### src/rtl/sap_pkg.sv
// Shared types for the SAP OBI-to-reg bridge: FSM states, bus bundles
// and the error read-data pattern.
package sap_pkg;

    typedef enum logic [1:0] {
        IDLE,
        ACCESS,
        RESP
    } bridge_state_e;

    localparam logic [31:0] ERR_RDATA = 32'hBADCAB1E;

    typedef struct packed {
        logic        req;
        logic [31:0] addr;
        logic        we;
        logic [3:0]  be;
        logic [31:0] wdata;
    } obi_req_t;

    typedef struct packed {
        logic        gnt;
        logic        rvalid;
        logic [31:0] rdata;
    } obi_resp_t;

    typedef struct packed {
        logic [31:0] addr;
        logic        write;
        logic [31:0] wdata;
        logic [3:0]  wstrb;
        logic        valid;
    } reg_req_t;

    typedef struct packed {
        logic [31:0] rdata;
        logic        error;
        logic        ready;
    } reg_rsp_t;

    // Read data returned to the host for a completed reg access.
    // Writes return zero; any error returns the error pattern.
    function automatic logic [31:0] resp_data(
        input logic        we,
        input logic        err,
        input logic [31:0] rdata
    );
        if (err) return ERR_RDATA;
        if (we)  return 32'h0;
        return rdata;
    endfunction

endpackage

### src/rtl/sap_timeout_cnt.sv
// Saturating wait counter for a reg access; expired flags the last
// allowed cycle. Ports: clk_i, rst_i, clear, enable -> expired.
module sap_timeout_cnt #(
    parameter int unsigned LIMIT = 256
) (
    input  logic clk_i,
    input  logic rst_i,
    input  logic clear,
    input  logic enable,
    output logic expired
);

    localparam int unsigned W = (LIMIT > 0) ? $clog2(LIMIT + 1) : 1;
    localparam logic [W-1:0] LAST = (LIMIT > 0) ? W'(LIMIT - 1) : '0;

    logic [W-1:0] cnt;

    // Saturates instead of wrapping; the owner leaves the wait state
    // on expiry, so saturation only matters when LIMIT is 0.
    always_ff @(posedge clk_i) begin
        if (rst_i || clear) begin
            cnt <= '0;
        end else if (enable && (cnt != '1)) begin
            cnt <= cnt + W'(1);
        end
    end

    assign expired = (LIMIT != 0) && (cnt == LAST);

endmodule

### src/rtl/sap_obi2reg_bridge.sv
// Single-outstanding OBI to reg-interface bridge with access timeout.
// Ports: clk_i, rst_i, obi_req_i/obi_resp_o, reg_req_o/reg_rsp_i,
// err_o (error pulse with rvalid), busy_o (not idle).
module sap_obi2reg_bridge
    import sap_pkg::*;
#(
    parameter int unsigned TIMEOUT_CYCLES = 256
) (
    input  logic      clk_i,
    input  logic      rst_i,
    input  obi_req_t  obi_req_i,
    output obi_resp_t obi_resp_o,
    output reg_req_t  reg_req_o,
    input  reg_rsp_t  reg_rsp_i,
    output logic      err_o,
    output logic      busy_o
);

    bridge_state_e state_q, state_d;

    logic [31:0] addr_q;
    logic        we_q;
    logic [3:0]  be_q;
    logic [31:0] wdata_q;
    logic [31:0] rdata_q;
    logic        err_q;

    logic gnt;
    logic expired;
    logic in_access;

    assign in_access = (state_q == ACCESS);

    sap_timeout_cnt #(
        .LIMIT (TIMEOUT_CYCLES)
    ) u_timeout (
        .clk_i   (clk_i),
        .rst_i   (rst_i),
        .clear   (!in_access),
        .enable  (in_access && !reg_rsp_i.ready),
        .expired (expired)
    );

    always_ff @(posedge clk_i) begin
        if (rst_i) begin
            state_q <= IDLE;
            addr_q  <= '0;
            we_q    <= 1'b0;
            be_q    <= '0;
            wdata_q <= '0;
            rdata_q <= '0;
            err_q   <= 1'b0;
        end else begin
            state_q <= state_d;
            if (gnt) begin
                addr_q  <= obi_req_i.addr;
                we_q    <= obi_req_i.we;
                be_q    <= obi_req_i.be;
                wdata_q <= obi_req_i.wdata;
            end
            // Ready takes priority over a same-cycle expiry.
            if (in_access) begin
                if (reg_rsp_i.ready) begin
                    rdata_q <= resp_data(we_q, reg_rsp_i.error,
                                         reg_rsp_i.rdata);
                    err_q   <= reg_rsp_i.error;
                end else if (expired) begin
                    rdata_q <= ERR_RDATA;
                    err_q   <= 1'b1;
                end
            end
        end
    end

    always_comb begin
        state_d = state_q;
        gnt     = 1'b0;
        unique case (state_q)
            IDLE: begin
                // Never grant while reset is applied: the capture
                // would be discarded by the reset branch.
                gnt = obi_req_i.req && !rst_i;
                if (gnt) state_d = ACCESS;
            end
            ACCESS: begin
                if (reg_rsp_i.ready || expired) state_d = RESP;
            end
            RESP: begin
                state_d = IDLE;
            end
            default: begin
                state_d = IDLE;
            end
        endcase
    end

    always_comb begin
        obi_resp_o.gnt    = gnt;
        obi_resp_o.rvalid = (state_q == RESP);
        obi_resp_o.rdata  = (state_q == RESP) ? rdata_q : '0;

        reg_req_o.addr    = addr_q;
        reg_req_o.write   = we_q;
        reg_req_o.wdata   = wdata_q;
        reg_req_o.wstrb   = be_q;
        reg_req_o.valid   = in_access;

        err_o             = (state_q == RESP) && err_q;
        busy_o            = (state_q != IDLE);
    end

endmodule
### config.mk
export PLATFORM = sky130hd
export DESIGN_NAME = sap_obi2reg_bridge
export DESIGN_NICKNAME = d
export VERILOG_FILES = /design/src/rtl/sap_pkg.sv /design/src/rtl/sap_timeout_cnt.sv /design/src/rtl/sap_obi2reg_bridge.sv
export SDC_FILE = /design/constraint.sdc
export NUM_CORES = 1
export LEC_CHECK = 0
export CAP_MARGIN = 5
export CORE_ASPECT_RATIO = 1.2
export CORE_MARGIN = 3
export CORE_UTILIZATION = 43
export CTS_BUF_LIST = sky130_fd_sc_hd__clkbuf_8
export DETAILED_ROUTE_END_ITERATION = 10
export GPL_TIMING_DRIVEN = 0
export PLACE_DENSITY = 0.94
export SYNTH_ARGS = -nofsm -noshare
export SYNTH_HDL_FRONTEND = slang
export SYNTH_HIERARCHICAL = 1
export SYNTH_SLANG_ARGS = --single-unit
### constraint.sdc
create_clock -name clk_i -period 1.9 [get_ports clk_i]
set_clock_uncertainty 0.05 [all_clocks]
set_input_delay 0.285 -clock clk_i [delete_from_list [all_inputs] [get_ports clk_i]]
set_output_delay 0.285 -clock clk_i [all_outputs]
set_load 0.01 [all_outputs]
==> flow_metrics.py <==
metrics = {
    "place": {
        "place_congestion": 0.866,
        "dp_hpwl_um": 11300,
        "portBuffers": 211,
        "placed_area_um2": 6920,
        "place_ws_ns": -1.04,
    },
    "power_and_ir_drop": {
        "seqPwrFrac_pct": 41.8,
        "switching_share_pct": 23.8,
        "leakage_nw": 2.98,
        "power_switching_mw": 1.49,
        "powerDensity_nw_per_um2": 813,
        "clockPowerShare_pct": 41.6,
        "peakVddDrop_mv": 0.597,
        "p_int_mw": 4.77,
        "power_frac_comb_pct": 16.6,
    },
    "clocking": {
        "htreeDepth": 4,
        "cts_buffers": 17,
        "cts_buffer_depth": 2,
        "clkTransAtPathRegs_ns": 0.07,
        "cts_tree": "done",
        "cts.sinks": 113,
        "cts_root_buffer": "clkbuf_8",
        "ctsHoldBuffers": 0,
        "insertion_delay_ns": 0.41,
    },
    "cells_and_area": {
        "n_antenna_cell": 0,
        "layout_commonest_cell": "clkdlybuf4s50_1",
        "drive_gt1_share_pct": 19.3,
        "postLayoutCoreUtil_pct": 75.1,
        "synthToLayoutAreaGrowth_pct": 65.8,
        "fill_cells": 719,
        "finalNetCount": 910,
        "final_area_um2": 7700,
        "layout_common_cells": "173 x clkdlybuf4s50_1, 107 x dfxtp_1, 83 x o21ai_0",
    },
    "floorplanning": {
        "die_h_um": 120,
        "rows": 40,
        "io_pins": 212,
        "coreArea_um2": 10300,
        "start_util_pct": 45.3,
        "die_w_um": 101,
        "dieArea_um2": 12100,
    },
    "sta": {
        "setup-violations-final": 5,
        "post-route-min-period_ns": 1.96,
        "timing.final.ws_setup_ns": -0.0646,
        "tns_ns": -0.205,
        "max_freq_ghz": 0.509,
        "fin_crit_sh_pct": 103,
        "grt_setup_unrepaired": "yes",
        "slew_viol_final": 0,
        "slew_headroom_pct": 64.1,
        "worst_slew_pin_slew_ns": 0.538,
        "finalHoldViolations": 0,
    },
    "synthesis": {
        "synth_cells": 551,
        "ys.warnings.count": 6,
        "syn_area_um2": 4650,
        "synth_cell_types": 34,
        "seq_area_frac_synth_pct": 48.7,
        "syn-num-nets": 660,
        "synth.ff_latch_count": 113,
        "syn_avg_cell_area_um2": 8.43,
    },
    "routing": {
        "vias": 4968,
        "ant_nets": 0,
        "routed_via_density": 5.29,
        "drt_iter0_markers": 172,
        "wl_um": 16300,
        "remaining_drc_errors": 0,
        "wl_per_cell_um": 17.3,
        "firstDrtPassIters": 6,
    },
    "run_status": {
        "violations": "setup timing",
        "status": "complete, but fails checks",
    },
    "hold_path": {
        "hold_class": "in2reg",
    },
    "grt": {
        "grt_first_pass_wirelength_um": 24900,
        "grt_max_degree": 17,
        "grt-ovfl-total": 0,
        "antenna_found_initial": 0,
        "grt_usage_pct": 26.2,
        "grt_use_met2_pct": 46.2,
        "met1_usage_pct": 26.4,
        "grt_pass1_vias": 5155,
        "busiest_layer": "met2",
        "use_met3_pct": 10.8,
    },
    "setup_path": {
        "crit_required_ns": 1.56,
        "worstSetupStartpointType": "flop",
        "crit_fanout": 5,
        "cp.arrival_ns": 1.63,
        "cp-end-kind": "output pin",
        "crit_type": "reg2out",
    },
    "flow_run": {
        "cap_violations": 0,
    },
}
worst paths after layout:
path / cells after the start / slack [ns] / end / from
max: 7 / -0.06 / obi_resp_o[5] / state_q[1]$_SDFFE_PP0P_
min: 3 / 0.37 / addr_q[9]$_SDFFE_PP0P_ / obi_req_i[46]
max reg2reg: 8 / 0.04 / u_timeout/cnt[3]$_SDFFE_PP0P_ / u_timeout/cnt[0]$_SDFFE_PP0P_
min reg2reg: 2 / 0.43 / addr_q[9]$_SDFFE_PP0P_ / addr_q[9]$_SDFFE_PP0P_
cell families after synthesis:
family | Yosys count | share of synthesized area [%]
simple gates | 233 | 27.4
compound gates | 146 | 15.9
flops | 113 | 48.7
buf+inv | 53 | 6.52
fa+ha+maj | 3 | 0.808
xor+xnor | 2 | 0.377
mux | 1 | 0.215
layer usage:
| layer | vias to the layer above | share of wire, % |
|---|---|---|
| met5 | - | 0 |
| met4 | 0 | 2.2 |
| met3 | 33 | 10 |
| met2 | 259 | 52 |
| met1 | 2332 | 35 |
| li1 | 2344 | - |
cell type report:
class / instances / area [µm²] / share of cell area, %
inverters: 5 / 23.8 / 0.309
clock buffers: 20 / 275 / 3.57
flip-flops and latches: 113 / 2270 / 29.5
multi-input cells: 385 / 2180 / 28.4
well taps: 126 / 158 / 2.05
clock inverters: 12 / 188 / 2.44
plain buffers: 44 / 305 / 3.96
repair buffers: 235 / 2300 / 29.8
registers in the layout (all words and copies together) (netlist names):
| register | cells |
|---|---|
| wdata_q | 32 |
| err_q | 1 |
| u_timeout/cnt | 9 |
| rdata_q | 32 |
| be_q | 4 |
| we_q | 1 |
| addr_q | 32 |
| state_q | 2 |
through the flow:
step / std cells / power (mW) / hold slack, ns
5_1_grt: 940 / 6.51 / 0.359
2_1_floorplan: 551 / 3.03 / 0.343
4_1_cts: 936 / 6.27 / 0.347
3_5_place_dp: 888 / 3.63 / 0.413
3_3_place_gp: 888 / 3.60 / 0.404
6_report: 940 / 6.26 / 0.373
cells in the mapped netlist, drive strengths merged:
cell type	instances	area (µm²)
a211oi	1	7.51
a21oi	57	285
nand2	71	267
nand4	14	93.8
ha	3	37.5
a21o	1	7.51
nand4b	1	8.76
nand3b	1	7.51
nor3b	1	12.5
o21ai	85	425
clkbuf	22	85.1
nor4b	1	23.8
nand3	1	5.00
nand4bb	1	11.3
or2	3	18.8
nand2b	70	438
nor2	8	30.0
nor3	21	105
dfxtp	113	2260
buf	26	199
mux2i	1	10.0
or3	4	27.5
and2	33	206
xnor2	2	17.5
or4	1	7.51
nor2b	2	12.5
o31ai	2	15.0
inv	5	18.8
power groups by stage:
stage | clock network (mW) | logic (mW) | registers, mW
after CTS | 2.64 | 1.02 | 2.61
final | 2.61 | 1.04 | 2.62
after global placement | 0 | 0.948 | 2.65
after floorplan | 0 | 0.334 | 2.70
after global routing | 2.76 | 1.12 | 2.63
after detailed placement | 0 | 0.972 | 2.66
worst max-delay path, stage by stage (launching register included):
cell and delay, ns:
dfxtp_4 0.36, nor2b_4 0.14, buf_12 0.13, buf_8 0.11, buf_6 0.11, buf_6 0.10, and2_4 0.14, buf_6 0.11
what timing repair did:
item	in CTS	in global routing
pin swaps	8	11
setup buffers	15	7
gates cloned	2	0
gates resized for setup	177	52
setup endpoints to repair	70	70
(Power assumes the default switching activity.)
